===== src/rtl/norm_share_arb.sv =====
// norm_share_arb: round-robin share of one mantissa normalizer between requesters
module norm_share_arb #(
    parameter int NUM_REQ       = 4,
    parameter int WIDTH         = 8,
    parameter int EXP_WIDTH     = 3,
    parameter int DECIMAL_POINT = 3,
    localparam int ID_WIDTH     = $clog2(NUM_REQ),
    localparam int LZC_WIDTH    = $clog2(WIDTH),
    localparam int ADJ_WIDTH    = EXP_WIDTH + 1
) (
    input  logic                     clk_i,
    input  logic                     rst_i,
    input  logic [NUM_REQ-1:0]       req_valid_i,
    output logic [NUM_REQ-1:0]       req_ready_o,
    input  logic [NUM_REQ*WIDTH-1:0] req_mant_i,
    output logic                     resp_valid_o,
    input  logic                     resp_ready_i,
    output logic [ID_WIDTH-1:0]      resp_id_o,
    output logic [WIDTH-1:0]         resp_mant_o,
    output logic [ADJ_WIDTH-1:0]     resp_exp_adj_o,
    output logic                     resp_zero_o
);
    logic                 can_accept, grant, found, lz_found, norm_zero;
    logic [ID_WIDTH-1:0]  prio_q, prio_d, gnt_id, idx;
    logic [WIDTH-1:0]     mant_arr [NUM_REQ];
    logic [WIDTH-1:0]     gnt_mant, norm_mant;
    logic [LZC_WIDTH-1:0] lzc;
    logic [ADJ_WIDTH-1:0] norm_adj;
    logic                 resp_valid_q, resp_valid_d, resp_zero_q, resp_zero_d;
    logic [ID_WIDTH-1:0]  resp_id_q, resp_id_d;
    logic [WIDTH-1:0]     resp_mant_q, resp_mant_d;
    logic [ADJ_WIDTH-1:0] resp_adj_q, resp_adj_d;

    // Unpack the flat mantissa bus into one entry per requester.
    always_comb begin
        for (int k = 0; k < NUM_REQ; k++) mant_arr[k] = req_mant_i[k*WIDTH +: WIDTH];
    end

    // Scan from the priority pointer with wrap-around; first valid requester wins.
    always_comb begin
        found  = 1'b0;
        gnt_id = '0;
        idx    = '0;
        for (int k = 0; k < NUM_REQ; k++) begin
            idx = ID_WIDTH'((32'(prio_q) + 32'(k)) % NUM_REQ);
            if (!found && req_valid_i[idx]) begin
                found  = 1'b1;
                gnt_id = idx;
            end
        end
    end

    assign gnt_mant = mant_arr[gnt_id];

    // Leading-zero count, shift-up and exponent adjust of the granted mantissa.
    always_comb begin
        lz_found = 1'b0;
        lzc      = '0;
        for (int b = WIDTH - 1; b >= 0; b--) begin
            if (!lz_found && gnt_mant[b]) begin
                lz_found = 1'b1;
                lzc      = LZC_WIDTH'(WIDTH - 1 - b);
            end
        end
        norm_zero = ~|gnt_mant;
        norm_mant = gnt_mant << lzc;
        norm_adj  = norm_zero ? '0 : ADJ_WIDTH'(DECIMAL_POINT - 1 - 32'(lzc));
    end

    assign can_accept  = !resp_valid_q || resp_ready_i;
    assign grant       = !rst_i && can_accept && found;
    assign req_ready_o = grant ? NUM_REQ'(1) << gnt_id : '0;

    // Load on grant (also covers handshake plus grant), clear valid on a bare handshake.
    always_comb begin
        prio_d       = prio_q;
        resp_valid_d = resp_valid_q;
        resp_id_d    = resp_id_q;
        resp_mant_d  = resp_mant_q;
        resp_adj_d   = resp_adj_q;
        resp_zero_d  = resp_zero_q;
        if (grant) begin
            prio_d       = (gnt_id == ID_WIDTH'(NUM_REQ - 1)) ? '0 : gnt_id + 1'b1;
            resp_valid_d = 1'b1;
            resp_id_d    = gnt_id;
            resp_mant_d  = norm_mant;
            resp_adj_d   = norm_adj;
            resp_zero_d  = norm_zero;
        end else if (resp_ready_i) begin
            resp_valid_d = 1'b0;
        end
    end

    // State registers; reset discards any pending response.
    always_ff @(posedge clk_i) begin
        if (rst_i) begin
            prio_q       <= '0;
            resp_valid_q <= 1'b0;
            resp_id_q    <= '0;
            resp_mant_q  <= '0;
            resp_adj_q   <= '0;
            resp_zero_q  <= 1'b0;
        end else begin
            prio_q       <= prio_d;
            resp_valid_q <= resp_valid_d;
            resp_id_q    <= resp_id_d;
            resp_mant_q  <= resp_mant_d;
            resp_adj_q   <= resp_adj_d;
            resp_zero_q  <= resp_zero_d;
        end
    end

    assign resp_valid_o   = resp_valid_q;
    assign resp_id_o      = resp_id_q;
    assign resp_mant_o    = resp_mant_q;
    assign resp_exp_adj_o = resp_adj_q;
    assign resp_zero_o    = resp_zero_q;
endmodule


===== config.mk =====
export PLATFORM = sky130hd
export DESIGN_NAME = norm_share_arb
export DESIGN_NICKNAME = d
export VERILOG_FILES = /design/src/rtl/norm_share_arb.sv
export SDC_FILE = /design/constraint.sdc
export NUM_CORES = 1
export LEC_CHECK = 0
export ABC_AREA = 1
export CORE_MARGIN = 5
export CORE_UTILIZATION = 45
export DETAILED_ROUTE_END_ITERATION = 10
export PLACE_DENSITY_LB_ADDON = 0.08
export SETUP_SLACK_MARGIN = 0.15
export SYNTH_ARGS = -nofsm -noshare
export SYNTH_HDL_FRONTEND = slang
export SYNTH_SLANG_ARGS = --single-unit

===== constraint.sdc =====
create_clock -name clk_i -period 3.1 [get_ports clk_i]
set_clock_uncertainty 0.05 [all_clocks]
set_input_delay 0.62 -clock clk_i [delete_from_list [all_inputs] [get_ports clk_i]]
set_output_delay 0.62 -clock clk_i [all_outputs]
set_load 0.01 [all_outputs]

==> flow_summary.ini, run 1 <==
[worst_setup_path]
crit_path_max_fanout = 10
cp_common_cell = nand2_4
ff2ff_setup_slack_ps = 210
r2r_cells = 20
cp-start-kind = input pin
crit_slowest_cell = or2_2
r2r_end = resp_exp_adj_o[1]
endpoint_kind = flop
required_ps = 3240
critPathMaxStageDelay_ps = 300
path_cells = clkbuf_2 -> inv_2 -> nand2_2 -> nand3_2 -> nand2_2 -> nor2_4 -> nand3_4 -> buf_6 -> nand3_1 -> nand3_2 -> nand2_4 -> nand2_4 -> nor2_8 -> nand3_2 -> nand2_4 -> nand2_4 -> inv_2 -> ha_1 -> or2_2 -> a21oi_2
crit_start = req_valid_i[0]
crit_type = input pin to flop
cp_data_arrival_time_ps = 3030
cpLargestDelayFamily = simple AND/OR/NAND/NOR gates
cp_num_buf_inv = 4
reg2reg_from = prio_q[0]

[timing]
setup_viol = 0
holdWs_ps = 417
rsz0062_at_grt = no
relSlewSlack_pct = 78.7
finalCritPeriodShare_pct = 93.2
tightest_slew_ps = 318
timing.fmax_mhz = 346
hold_viol_final = 0
slew_violations = 0
finalCriticalPeriod_ps = 2890

[route]
wl_um = 6730
drtIter0Drc = 176
via_per_inst = 5.34
drc = 0
num_vias = 2380
ant_nets = 0
wl_per_cell_um = 15.1
firstDrtPassIters = 4

[worst_hold_path]
hold_class = flop to flop
hold_path_end = resp_exp_adj_o[2]
whs_path_depth = 2
hp-start = resp_exp_adj_o[2]

[global_routing]
track_usage_pct = 20.9
grt_pass1_vias = 2179
antenna_found_initial = 0
grt.overflow.total = 0
grt_max_degree = 16
grt_pass1_wl_um = 8960

[cts]
cts.clk_slew.worst_paths_ps = 70
holdBufCountCts = 0
clock_path_buffers = 2
htree_num_levels = 1
cts_sinks = 18
insertion_delay_ps = 250
numCtsBuffers = 3
cts_tree = yes
root_buffer = clkbuf_8

[logic_synthesis]
yosysWarnings = 0
syn_inst = 288
synth_area_mm2 = 0.00173
syn_area_per_cell_um2 = 6.02
synth-seq-cells = 18
synth_fp_nets = 332
ys_types = 29
synth.yosys.seq_area_share_pct = 20.8

[layout]
area_growth_pct = 81.2
final_area_mm2 = 0.00314
final_cells = 446
multi_input_area_mm2 = 0.00143
regArea_um2 = 368
nets = 443
drive_above_1_share_pct = 41.5
n_fill_cell = 241
diodes = 0
fin_util_pct = 85.2

[die]
ios = 59
dieArea_mm2 = 0.00520
start_util_pct = 47.0
die_y_um = 72.1
rows = 22
fp.coreArea_mm2 = 0.00369
die_w_um = 72.1

[placement]
dpl.hpwl_um = 3960
port_buffers = 58
placedInstanceArea_mm2 = 0.00262
gp_congestion = 0.911
dp.cells = 421

[status]
status = completed

[flow_run]
drv_cap = 0
-- layer usage --
metal  GRT usage (%)  wire length [µm]
met1            22.6              2610
met2            40.4              3440
met3            3.19               401
met4            7.10               276
met5               0                 0
-- worst reg2reg max path, cell delays in order, from the launching register on --
cell     delay (ps)
dfxtp_4         390
inv_6            60
nand2_1          70
nand2_2          90
nand2_2          90
nand2_2          60
nor2_4          200
nand3_4         120
buf_6           160
nand3_1         140
nand3_2         130
nand2_4         100
nand2_4          70
nor2_8          160
nand3_2         110
nand2_4          90
nand2_4          50
inv_2            60
ha_1            210
or2_2           300
a21oi_2         120
-- repair_timing --
action	4_1_cts	5_1_grt
gates cloned	1	1
endpoints found under the setup margin	15	16
pin swaps	13	45
gates resized for setup	43	68
setup buffers	8	11
hold endpoints to repair	0	0
-- synthesized netlist by cell type --
master,instances,area [µm²]
a21oi_1,19,95.1
buf_2,1,5.00
buf_4,1,7.51
buf_6,3,33.8
clkbuf_1,3,11.3
clkinv_1,2,7.51
dfxtp_1,18,360
ha_1,5,62.6
inv_1,26,97.6
inv_2,8,30.0
nand2_1,100,375
nand2_2,12,75.1
nand2_4,5,56.3
nand3_1,43,215
nand3_2,5,50.1
nand3b_1,1,7.51
nand4_1,1,6.26
nand4_2,1,12.5
nand4_4,1,21.3
nor2_1,16,60.1
nor2_2,2,12.5
nor2_4,1,11.3
nor2_8,1,20.0
nor3_4,1,16.3
o211ai_1,1,7.51
o211ai_2,2,25.0
o21ai_0,6,30.0
or2_2,2,12.5
xor2_1,1,8.76
-- state kept, by name (all words and copies together), names as in the netlist --
signal	cells
resp_mant_o	8
prio_q	2
resp_valid_o	1
resp_exp_adj_o	4
resp_zero_o	1
resp_id_o	2
-- per-stage QoR --
step                      setup WS, ps  TNS (ps)
after detailed placement          -366     -4060
final                              210         0
after global placement            -330     -3290
after global routing              55.3         0
after CTS                          151         0
after floorplan                    266         0
-- cells in the final DEF (no fill, tap or decap), types with 3 or more instances in the layout --
| cell type | count |
|---|---|
| nand2_1 | 73 |
| clkdlybuf4s50_1 | 50 |
| buf_4 | 44 |
| nand2_2 | 32 |
| nand3_1 | 26 |
| inv_1 | 22 |
| nand3_2 | 20 |
| a21oi_1 | 16 |
| dfxtp_1 | 16 |
| nor2_1 | 14 |
| nand2_4 | 12 |
| inv_2 | 8 |
| clkbuf_2 | 6 |
| buf_6 | 6 |
| o21ai_0 | 5 |
| ha_1 | 4 |
| clkbuf_8 | 4 |
| buf_12 | 4 |
| nor2_4 | 3 |
| inv_4 | 3 |
| a21oi_2 | 3 |
-- worst max-delay path by stage --
stage,slack [ps],cells past startpoint,end
floorplan,270,20,resp_exp_adj_o[1]
global placement,-330,14,req_ready_o[3]
detailed placement,-370,20,resp_exp_adj_o[1]
CTS,150,13,req_ready_o[2]
global route,60,24,resp_mant_o[5]
finish,210,20,resp_exp_adj_o[1]
-- area by class of cell --
| type | count | share of cell area (%) |
|---|---|---|
| clock buffer | 4 | 1.75 |
| inverter | 36 | 4.86 |
| multi-input combinational | 226 | 45.5 |
| sequential | 18 | 11.7 |
| tap | 48 | 1.91 |
| timing repair buffer | 114 | 34.2 |
-- cells by family after synthesis --
| group | after synthesis | share of synthesized area [%] |
|---|---|---|
| AND/OR/NAND/NOR | 192 | 54.9 |
| buffers and inverters | 44 | 11.1 |
| AO/OA/AOI/OAI | 28 | 9.09 |
| flip-flops | 18 | 20.8 |
| adder cells (fa/ha/maj) | 5 | 3.61 |
| XOR/XNOR | 1 | 0.505 |
Power of run 1 is left out: the tool's default activity adds up to more than one toggle a clock period on the data nets, which glitch-free logic cannot reach.
==> run 2: changes to the inputs <==
- clock period: 3.1 -> 2.9 ns (I/O delays scaled with it)
==> flow_summary.ini, run 2 (same netlist as run 1, synthesis figures left out) <==
[status]
status = finished with violations
violations = negative setup slack

[die]
ios = 59
dieArea_mm2 = 0.00520
rows = 22
fp.coreArea_mm2 = 0.00369
die_w_um = 72.1
die_y_um = 72.1
start_util_pct = 47.0

[flow_run]
drv_cap = 0

[worst_setup_path]
endpoint_kind = flop
crit_path_max_fanout = 8
crit_type = flop to flop
cp-start-kind = flop
required_ps = 3010
cp_data_arrival_time_ps = 3200

[cts]
root_buffer = clkbuf_8
cts.clk_slew.worst_paths_ps = 70
cts_sinks = 18
cts_tree = yes
insertion_delay_ps = 260
htree_num_levels = 1
holdBufCountCts = 0
numCtsBuffers = 3
clock_path_buffers = 2

[timing]
finalCriticalPeriod_ps = 3090
tightest_slew_ps = 303
setup_viol = 8
relSlewSlack_pct = 79.7
slew_violations = 0
finalCritPeriodShare_pct = 107
rsz0062_at_grt = yes
timing.final.ws_setup_ps = -194
timing.fmax_mhz = 323
hold_viol_final = 0

[layout]
nets = 450
final_cells = 454
drive_above_1_share_pct = 50.4
final_cell_mix = nand2_1, clkdlybuf4s50_1, buf_4
layout_commonest_cell = nand2_1
area_growth_pct = 92.5
largest_reg_flops = 8

[worst_hold_path]
hold_class = flop to flop

[global_routing]
track_usage_pct = 21.7
antenna_found_initial = 1
grt_max_degree = 19
grt_pass1_vias = 2142
grt.overflow.total = 0
grt_pass1_wl_um = 9220

[route]
drtIter0Drc = 211
num_vias = 2611
firstDrtPassIters = 5
ant_nets = 0
wl_per_cell_um = 18.9
wl_um = 8580
drc = 0
via_per_inst = 5.75

[placement]
dpl.hpwl_um = 3990
gp_congestion = 0.890
dp.cells = 427
port_buffers = 58
run 2: metal layers:
layer | global-route usage [%] | share of wire, % | vias to the layer above
met2 | 40.5 | 49 | 184
met3 | 4.16 | 7.8 | 73
met4 | 6.05 | 7.9 | 0
met1 | 24.7 | 35 | 1201
met5 | 0 | 0 | -
li1 | - | - | 1153
run 2: final cells by class:
class	instances	area [µm²]
Inverter	36	161
Antenna cell	1	2.50
Multi-Input combinational cell	226	1610
Clock buffer	4	55.1
Timing Repair Buffer	121	1090
Fill cell	164	350
Tap cell	48	60.1
Sequential cell	18	368
run 2: critical path, stage by stage, from the launching register on:
cell,delay (ps)
dfxtp_4,370
buf_8,150
nand2_1,90
nand2_2,90
nand2_2,90
nand2_2,60
nand2_2,100
nand2_2,80
nand2_2,110
nand3_4,110
buf_6,160
nand2_2,90
nand3_2,110
nand2_4,110
nand2_4,70
nor2_8,190
nand3_4,100
nand2_4,90
nand2_4,80
buf_4,160
nand2_2,70
nand2_1,70
nand2_1,110
nand3b_1,110
nor2_1,100
nor2_1,40
run 2: worst paths after layout:
path	from	to	slack (ps)	depth (start not counted)
worst min-delay path	resp_mant_o[0]	resp_mant_o[0]	420	2
worst max register to register	prio_q[0]	resp_mant_o[6]	-190	25
worst min register to register	resp_mant_o[0]	resp_mant_o[0]	420	2
worst max-delay path	prio_q[0]	resp_mant_o[6]	-190	25
run 2: repair_timing:
item / CTS / global route
setup endpoints to repair: 17 / 17
resized for setup: 77 / 92
pin swaps: 35 / 51
gates cloned: 1 / 0
buffers inserted: 13 / 8
run 2: through the flow:
step | setup WS, ps | utilization (%) | instance area [µm²] | TNS (ps) | hold WS, ps
floorplan | 150 | - | 1780 | 0 | 436
global placement | -519 | 72.1 | 2660 | -7090 | 404
detailed placement | -542 | 72.1 | 2660 | -7610 | 407
CTS | 149 | 80.5 | 2970 | 0 | 419
global route | -262 | 90.5 | 3340 | -1600 | 445
finish | -194 | 90.5 | 3340 | -591 | 421
Power of run 2 is left out for the same reason.
